### src/rtl/pieo_datatypes.sv
// Shared definitions for the PIEO sublist engine.
//   op_e        : operation encoding carried on op_type
//   DEF_*       : default widths/depth used as module parameter defaults
package pieo_datatypes;

  typedef enum logic [1:0] {
    OP_ENQ      = 2'd0,
    OP_DEQ_ELIG = 2'd1,
    OP_DEQ_ID   = 2'd2,
    OP_RSVD     = 2'd3
  } op_e;

  localparam int unsigned DEF_DEPTH  = 8;
  localparam int unsigned DEF_ID_W   = 6;
  localparam int unsigned DEF_RANK_W = 16;
  localparam int unsigned DEF_TIME_W = 16;

endpackage

### src/rtl/pieo_time_cmp.sv
// Eligibility comparator: is send_time reached at cur_time?
//   send_time : element send time
//   cur_time  : current time
//   eligible  : 1 when the element may be dequeued
// WRAP_TIME=0 compares plainly; WRAP_TIME=1 treats times as a wrapping
// counter and calls send_time eligible when it lies within the past half range.
module pieo_time_cmp #(
  parameter int unsigned TIME_W    = 16,
  parameter int unsigned WRAP_TIME = 0
) (
  input  logic [TIME_W-1:0] send_time,
  input  logic [TIME_W-1:0] cur_time,
  output logic              eligible
);

  generate
    if (WRAP_TIME != 0) begin : g_wrap
      logic [TIME_W-1:0] diff;
      assign diff     = cur_time - send_time;
      assign eligible = ~diff[TIME_W-1];
    end else begin : g_lin
      assign eligible = (send_time <= cur_time);
    end
  endgenerate

endmodule

### src/rtl/pieo_sublist_engine.sv
// PIEO sublist engine: a rank-sorted list of up to DEPTH entries supporting
// enqueue, dequeue of the first eligible entry, and dequeue by id.
// Ports:
//   clk, rst (sync, active-low), flush (empties list, aborts op)
//   op_valid/op_ready/op_type/op_id/op_rank/op_send_time/cur_time : request
//   res_valid/res_err/res_id/res_rank/res_send_time                : result
//   sum_smallest_rank/sum_smallest_send_time/sum_full/sum_num      : summaries
// Each op runs IDLE -> SEARCH -> UPDATE; result strobes two cycles after accept.
module pieo_sublist_engine
  import pieo_datatypes::*;
#(
  parameter int unsigned DEPTH     = DEF_DEPTH,
  parameter int unsigned ID_W      = DEF_ID_W,
  parameter int unsigned RANK_W    = DEF_RANK_W,
  parameter int unsigned TIME_W    = DEF_TIME_W,
  parameter int unsigned WRAP_TIME = 0
) (
  input  logic                       clk,
  input  logic                       rst,
  input  logic                       flush,
  input  logic                       op_valid,
  output logic                       op_ready,
  input  logic [1:0]                 op_type,
  input  logic [ID_W-1:0]            op_id,
  input  logic [RANK_W-1:0]          op_rank,
  input  logic [TIME_W-1:0]          op_send_time,
  input  logic [TIME_W-1:0]          cur_time,
  output logic                       res_valid,
  output logic                       res_err,
  output logic [ID_W-1:0]            res_id,
  output logic [RANK_W-1:0]          res_rank,
  output logic [TIME_W-1:0]          res_send_time,
  output logic [RANK_W-1:0]          sum_smallest_rank,
  output logic [TIME_W-1:0]          sum_smallest_send_time,
  output logic                       sum_full,
  output logic [$clog2(DEPTH+1)-1:0] sum_num
);

  localparam int unsigned CNT_W = $clog2(DEPTH + 1);
  localparam int unsigned IDX_W = $clog2(DEPTH);

  typedef enum logic [1:0] {ST_IDLE, ST_SEARCH, ST_UPDATE} state_e;

  state_e              state_q;
  op_e                 op_q;
  logic [ID_W-1:0]     op_id_q;
  logic [RANK_W-1:0]   op_rank_q;
  logic [TIME_W-1:0]   op_time_q;
  logic [TIME_W-1:0]   cur_q;

  logic [ID_W-1:0]     id_q   [DEPTH];
  logic [RANK_W-1:0]   rank_q [DEPTH];
  logic [TIME_W-1:0]   time_q [DEPTH];
  logic [CNT_W-1:0]    num_q;

  logic [DEPTH-1:0]    elig_raw;
  logic [DEPTH-1:0]    sel_vec;
  logic [IDX_W-1:0]    pos_d, pos_q;
  logic                hit_d, hit_q;

  logic [ID_W-1:0]     n_id   [DEPTH];
  logic [RANK_W-1:0]   n_rank [DEPTH];
  logic [TIME_W-1:0]   n_time [DEPTH];
  logic [CNT_W-1:0]    n_num;
  logic [TIME_W-1:0]   n_min_time;
  logic [ID_W-1:0]     r_id;
  logic [RANK_W-1:0]   r_rank;
  logic [TIME_W-1:0]   r_time;

  assign op_ready = (state_q == ST_IDLE) && !flush;
  assign sum_num  = num_q;

  generate
    for (genvar g = 0; g < DEPTH; g++) begin : g_cmp
      pieo_time_cmp #(
        .TIME_W   (TIME_W),
        .WRAP_TIME(WRAP_TIME)
      ) u_cmp (
        .send_time(time_q[g]),
        .cur_time (cur_q),
        .eligible (elig_raw[g])
      );
    end
  endgenerate

  // Per-slot candidate vector for the latched op, masked to valid slots.
  always_comb begin
    sel_vec = '0;
    for (int unsigned i = 0; i < DEPTH; i++) begin
      if (CNT_W'(i) < num_q) begin
        case (op_q)
          OP_ENQ:      sel_vec[i] = (rank_q[i] > op_rank_q);
          OP_DEQ_ELIG: sel_vec[i] = elig_raw[i];
          OP_DEQ_ID:   sel_vec[i] = (id_q[i] == op_id_q);
          default:     sel_vec[i] = 1'b0;
        endcase
      end
    end
  end

  // Lowest set index wins; ENQ with no larger rank appends at num.
  always_comb begin
    pos_d = IDX_W'(num_q);
    for (int unsigned i = DEPTH; i > 0; i--) begin
      if (sel_vec[i-1]) pos_d = IDX_W'(i - 1);
    end
    case (op_q)
      OP_ENQ:                 hit_d = (num_q != CNT_W'(DEPTH));
      OP_DEQ_ELIG, OP_DEQ_ID: hit_d = |sel_vec;
      default:                hit_d = 1'b0;
    endcase
  end

  // Post-update storage image; summaries are derived from it so they land
  // on the same edge as the shift.
  always_comb begin
    n_id   = id_q;
    n_rank = rank_q;
    n_time = time_q;
    n_num  = num_q;
    r_id   = '0;
    r_rank = '0;
    r_time = '0;
    if (hit_q) begin
      case (op_q)
        OP_ENQ: begin
          for (int unsigned i = 1; i < DEPTH; i++) begin
            if (IDX_W'(i) > pos_q) begin
              n_id[i]   = id_q[i-1];
              n_rank[i] = rank_q[i-1];
              n_time[i] = time_q[i-1];
            end
          end
          n_id[pos_q]   = op_id_q;
          n_rank[pos_q] = op_rank_q;
          n_time[pos_q] = op_time_q;
          n_num         = num_q + CNT_W'(1);
          r_id          = op_id_q;
          r_rank        = op_rank_q;
          r_time        = op_time_q;
        end
        OP_DEQ_ELIG, OP_DEQ_ID: begin
          r_id   = id_q[pos_q];
          r_rank = rank_q[pos_q];
          r_time = time_q[pos_q];
          for (int unsigned i = 0; i < DEPTH - 1; i++) begin
            if (IDX_W'(i) >= pos_q) begin
              n_id[i]   = id_q[i+1];
              n_rank[i] = rank_q[i+1];
              n_time[i] = time_q[i+1];
            end
          end
          n_num = num_q - CNT_W'(1);
        end
        default: ;
      endcase
    end
    n_min_time = '1;
    for (int unsigned i = 0; i < DEPTH; i++) begin
      if ((CNT_W'(i) < n_num) && (n_time[i] < n_min_time)) n_min_time = n_time[i];
    end
  end

  always_ff @(posedge clk) begin
    if (!rst) begin
      state_q                <= ST_IDLE;
      num_q                  <= '0;
      op_q                   <= OP_ENQ;
      op_id_q                <= '0;
      op_rank_q              <= '0;
      op_time_q              <= '0;
      cur_q                  <= '0;
      pos_q                  <= '0;
      hit_q                  <= 1'b0;
      res_valid              <= 1'b0;
      res_err                <= 1'b0;
      res_id                 <= '0;
      res_rank               <= '0;
      res_send_time          <= '0;
      sum_smallest_rank      <= '1;
      sum_smallest_send_time <= '1;
      sum_full               <= 1'b0;
    end else begin
      res_valid <= 1'b0;
      if (flush) begin
        state_q                <= ST_IDLE;
        num_q                  <= '0;
        sum_smallest_rank      <= '1;
        sum_smallest_send_time <= '1;
        sum_full               <= 1'b0;
      end else begin
        case (state_q)
          ST_IDLE: begin
            if (op_valid) begin
              op_q      <= op_e'(op_type);
              op_id_q   <= op_id;
              op_rank_q <= op_rank;
              op_time_q <= op_send_time;
              cur_q     <= cur_time;
              state_q   <= ST_SEARCH;
            end
          end
          ST_SEARCH: begin
            pos_q   <= pos_d;
            hit_q   <= hit_d;
            state_q <= ST_UPDATE;
          end
          ST_UPDATE: begin
            id_q                   <= n_id;
            rank_q                 <= n_rank;
            time_q                 <= n_time;
            num_q                  <= n_num;
            sum_smallest_rank      <= (n_num == '0) ? '1 : n_rank[0];
            sum_smallest_send_time <= n_min_time;
            sum_full               <= (n_num == CNT_W'(DEPTH));
            res_valid              <= 1'b1;
            res_err                <= !hit_q;
            res_id                 <= r_id;
            res_rank               <= r_rank;
            res_send_time          <= r_time;
            state_q                <= ST_IDLE;
          end
          default: state_q <= ST_IDLE;
        endcase
      end
    end
  end

endmodule

### config.mk
export PLATFORM = sky130hd
export DESIGN_NAME = pieo_sublist_engine
export DESIGN_NICKNAME = d
export VERILOG_FILES = /design/src/rtl/pieo_datatypes.sv /design/src/rtl/pieo_time_cmp.sv /design/src/rtl/pieo_sublist_engine.sv
export SDC_FILE = /design/constraint.sdc
export NUM_CORES = 2
export LEC_CHECK = 0
export CAP_MARGIN = 20
export CORE_ASPECT_RATIO = 0.7
export CORE_UTILIZATION = 57
export DETAILED_ROUTE_END_ITERATION = 12
export GPL_TIMING_DRIVEN = 0
export PLACE_DENSITY = 0.81
export SKIP_LAST_GASP = 1
export SLEW_MARGIN = 20
export SYNTH_ARGS = -nofsm -noshare
export SYNTH_HDL_FRONTEND = slang
export SYNTH_SLANG_ARGS = --single-unit
### constraint.sdc
create_clock -name clk -period 28.7 [get_ports clk]
set_input_delay 5.74 -clock clk [delete_from_list [all_inputs] [get_ports clk]]
set_output_delay 5.74 -clock clk [all_outputs]
set_load 0.02 [all_outputs]
==> impl_results.md <==
- Status: finished, final reports clean
- Via density per instance: 7.30
- Post-Route Setup TNS: 0 ps
- Syn avg cell area: 8.73 sq um
- Hpwl dp: 135000 microns
- Remaining Overflow, GRT: 0
- WL/cell: 32.8 microns
- Clock network fraction of total power: 41.7%
- Die area: 0.0650 sq mm
- Gr usage total: 51.2%
- Placer Congestion: 1.12
- CTS Buffer Depth: 3
- Switching power: 0.486 mW
- Unique cell type count in the Yosys netlist: 98
- Register bit total from synthesis: 443
- Largest net degree at the start of global routing: 95
- Largest cells by area after synthesis: edfxtp_1, ha_1, dfxtp_1
- Most frequent cell after synthesis: nand2_1
- Worst-path clk slew: 60 ps
- Root buf cell: clkbuf_16
- Worst-margin pin slew: 1390 ps
- Initial core utilization: 57.7%
- Worst hold slack: 464 ps
- Synth Cell Area: 0.0364 sq mm
- Share of the synthesized area in the top cell type: 25.0%
- Cell Rows: 77
- Fin crit period: 24540 ps
- Logic pwr share: 15.4%
- Slew headroom: 7.37%
- Crit-path slowest cell: o21ai_0
- # hold bufs at CTS: 0
- Leak pwr: 15.1 nW
- Worst vdd ir: 0.0000469 V
- CP Max Fanout: 10
- Critical path required time: 29220 ps
- Setup crit start kind: register
- CTS buffer count: 48
- Flop2flop setup slack: 4160 ps
- Worst Clk Skew: 28.2 ps
- Clock sink count: 443
- Core Util, Final: 64.5%
- Sequential area share after synthesis: 32.7%
- Proportion of layout cells with a drive suffix above 1: 6.89%
- Width of the chip: 304 microns
- Sink of the worst hold path: cur_q[2]$_SDFFE_PN0P_
- Antenna Nets Post-Route: 0
- Setup bufs post-CTS: 0
- Dominant cell type by area after synthesis: edfxtp_1
- Worst hold path stage count: 2
- Later-pin clock latency in the skew report: 650 ps
- Initial DRC Count: 7505
- Kind of critical path: reg2reg
- Async SR Flop Fraction: 0%
- Crit-path max cell delay: 840 ps
- P per Cell Area: 39.7 mW/mm^2
- Int Pwr: 1.13 mW
- Fin. Hold Viols: 0
- Core area: 0.0632 sq mm
- Max Fclk: 0.0407 GHz
- Synth-to-Final Area Change: 11.8%
- Vias in the first global route: 33500
- Most common library cells after synthesis: nand2_1, o21ai_0, a21oi_1
- H-tree Lvls: 2
- Nets: 4791
- First-pass GRT wire length: 240000 microns
- FF-to-FF Start: op_q[0]$_SDFFE_PN0P_
- CTS tree: built
- Buf/Inv on CP: 19
- EDFF count, synth: 304
- Total length of routed wires: 172000 microns
- Die height: 214 microns
- CP top delay family: compound AO/OA/AOI/OAI gates
- Syn nets: 4593
- 1st-pass router iterations: 8
- Syn. warnings: 0
- Slew Viols, Final: 0
- Initial antenna violation count: 6
- RSZ-0062 raised after global routing: false
- Ys flop type: edfxtp_1
- R2R Path End: sum_smallest_send_time[15]$_SDFFE_PP1P_
- CP Capture Type: register
- Sequential cell fraction of total power: 42.9%
- Period utilisation layout: 85.5%
- Maxcap violations: 0
- Post-Syn Instances: 4175
- FF-to-FF path depth: 93
- Final Setup Violations: 0
- HP Class: reg2reg
- Resized cells post-CTS: 0
- Min-Delay Startpoint: cur_q[2]$_SDFFE_PN0P_
- Arr. time, crit path: 25060 ps
- # IOs: 138
- Routed via count: 38300
- Input/output buffers: 137
- Sw Ratio: 30.1%
- Drt drc: 0
[cells by family after synthesis]
family,after synthesis,synth area share [%]
adder cells (fa/ha/maj),363,12.4
multiplexers,216,8.64
XOR/XNOR,51,1.23
buffers and inverters,428,4.63
AO/OA/AOI/OAI,1416,24.4
AND/OR/NAND/NOR,1258,16.0
flip-flops,443,32.7
[power by group through the flow]
stage / Sequential (mW) / Clock, mW / Combinational, mW
2_1_floorplan: 0.702 / 0 / 0.141
3_3_place_gp: 0.706 / 0 / 0.225
3_5_place_dp: 0.706 / 0 / 0.230
4_1_cts: 0.692 / 0.660 / 0.232
5_1_grt: 0.693 / 0.685 / 0.261
6_report: 0.694 / 0.675 / 0.249
[state kept, by name, summed over array words and instances, names as in the netlist]
name                    cells
op_time_q                  16
res_id                      6
op_rank_q                  16
sum_smallest_rank          16
res_send_time              16
time_q                    128
hit_q                       1
res_valid                   1
op_id_q                     6
rank_q                    128
res_err                     1
cur_q                      16
sum_num                     4
res_rank                   16
op_q                        2
sum_full                    1
pos_q                       3
id_q                       48
state_q                     2
sum_smallest_send_time     16
[worst max path at each step]
| stage | slack [ps] | depth (start not counted) | endpoint | from |
|---|---|---|---|---|
| 4_1_cts | 5350 | 92 | sum_smallest_send_time[15]$_SDFFE_PP1P_ | op_q[0]$_SDFFE_PN0P_ |
| 6_report | 4160 | 93 | sum_smallest_send_time[15]$_SDFFE_PP1P_ | op_q[0]$_SDFFE_PN0P_ |
| 5_1_grt | 3090 | 93 | sum_smallest_send_time[8]$_SDFFE_PP1P_ | op_q[0]$_SDFFE_PN0P_ |
| 3_3_place_gp | 5500 | 92 | sum_smallest_send_time[13]$_SDFFE_PP1P_ | op_q[0]$_SDFFE_PN0P_ |
| 2_1_floorplan | 10330 | 96 | sum_smallest_send_time[10]$_SDFFE_PP1P_ | sum_num[0]$_SDFFE_PP0P_ |
| 3_5_place_dp | 5440 | 92 | sum_smallest_send_time[15]$_SDFFE_PP1P_ | op_q[0]$_SDFFE_PN0P_ |
[worst reg2reg max path, delay by kind of cell (launching register included)]
family / cells / cell delay (ps)
buffers and inverters: 19 / 5120
DFF: 1 / 390
and+or+nand+nor: 25 / 5570
adders and majority gates: 8 / 2430
AOI/OAI and AO/OA: 38 / 10110
muxes: 3 / 800
[metal layers]
layer  GRT usage, %  wire length (microns)  up-vias
met5           3.05                    286        -
met4           19.0                   7590        8
met3           32.3                  37400      555
met2           63.1                  60800     3793
met1           69.8                  66200    18000
li1               -                      -    16000
[per-stage QoR]
step | worst slack (ps) | instance area (sq um) | std cells | power (mW)
floorplan | 10330 | 36400 | 4175 | 0.843
global placement | 5500 | 38900 | 5141 | 0.931
detailed placement | 5440 | 39100 | 5151 | 0.936
CTS | 5350 | 40700 | 5240 | 1.58
global route | 3090 | 40700 | 5241 | 1.64
finish | 4160 | 40700 | 5248 | 1.62
[final cells by class]
cell class,instances,area (sq um)
inverter,120,458
antenna,7,17.5
multi-input combinational,3304,22900
tap,829,1040
timing repair buffer,148,1500
sequential,443,11900
clock inverter,24,194
buffer,308,1250
clock buffer,65,1450
fill,5351,22500
[placed cells by master, fill, tap and decap left out, types with 50 or more instances in the layout]
master,netlist,layout
a21oi_1,387,381
o221ai_1,50,50
mux4_2,75,75
ha_1,358,358
inv_1,119,118
edfxtp_1,304,304
nand2_1,521,521
clkdlybuf4s50_1,0,137
clkbuf_1,240,241
dfxtp_1,139,139
nand4_1,87,87
nor2b_1,91,91
mux2i_1,108,108
a22oi_1,73,73
o211ai_1,85,85
nor2_1,317,315
a21boi_0,66,66
o21ai_0,393,388
o21a_1,63,63
clkbuf_16,0,54
a21o_1,72,72
Power figures use the tool's default switching activity.
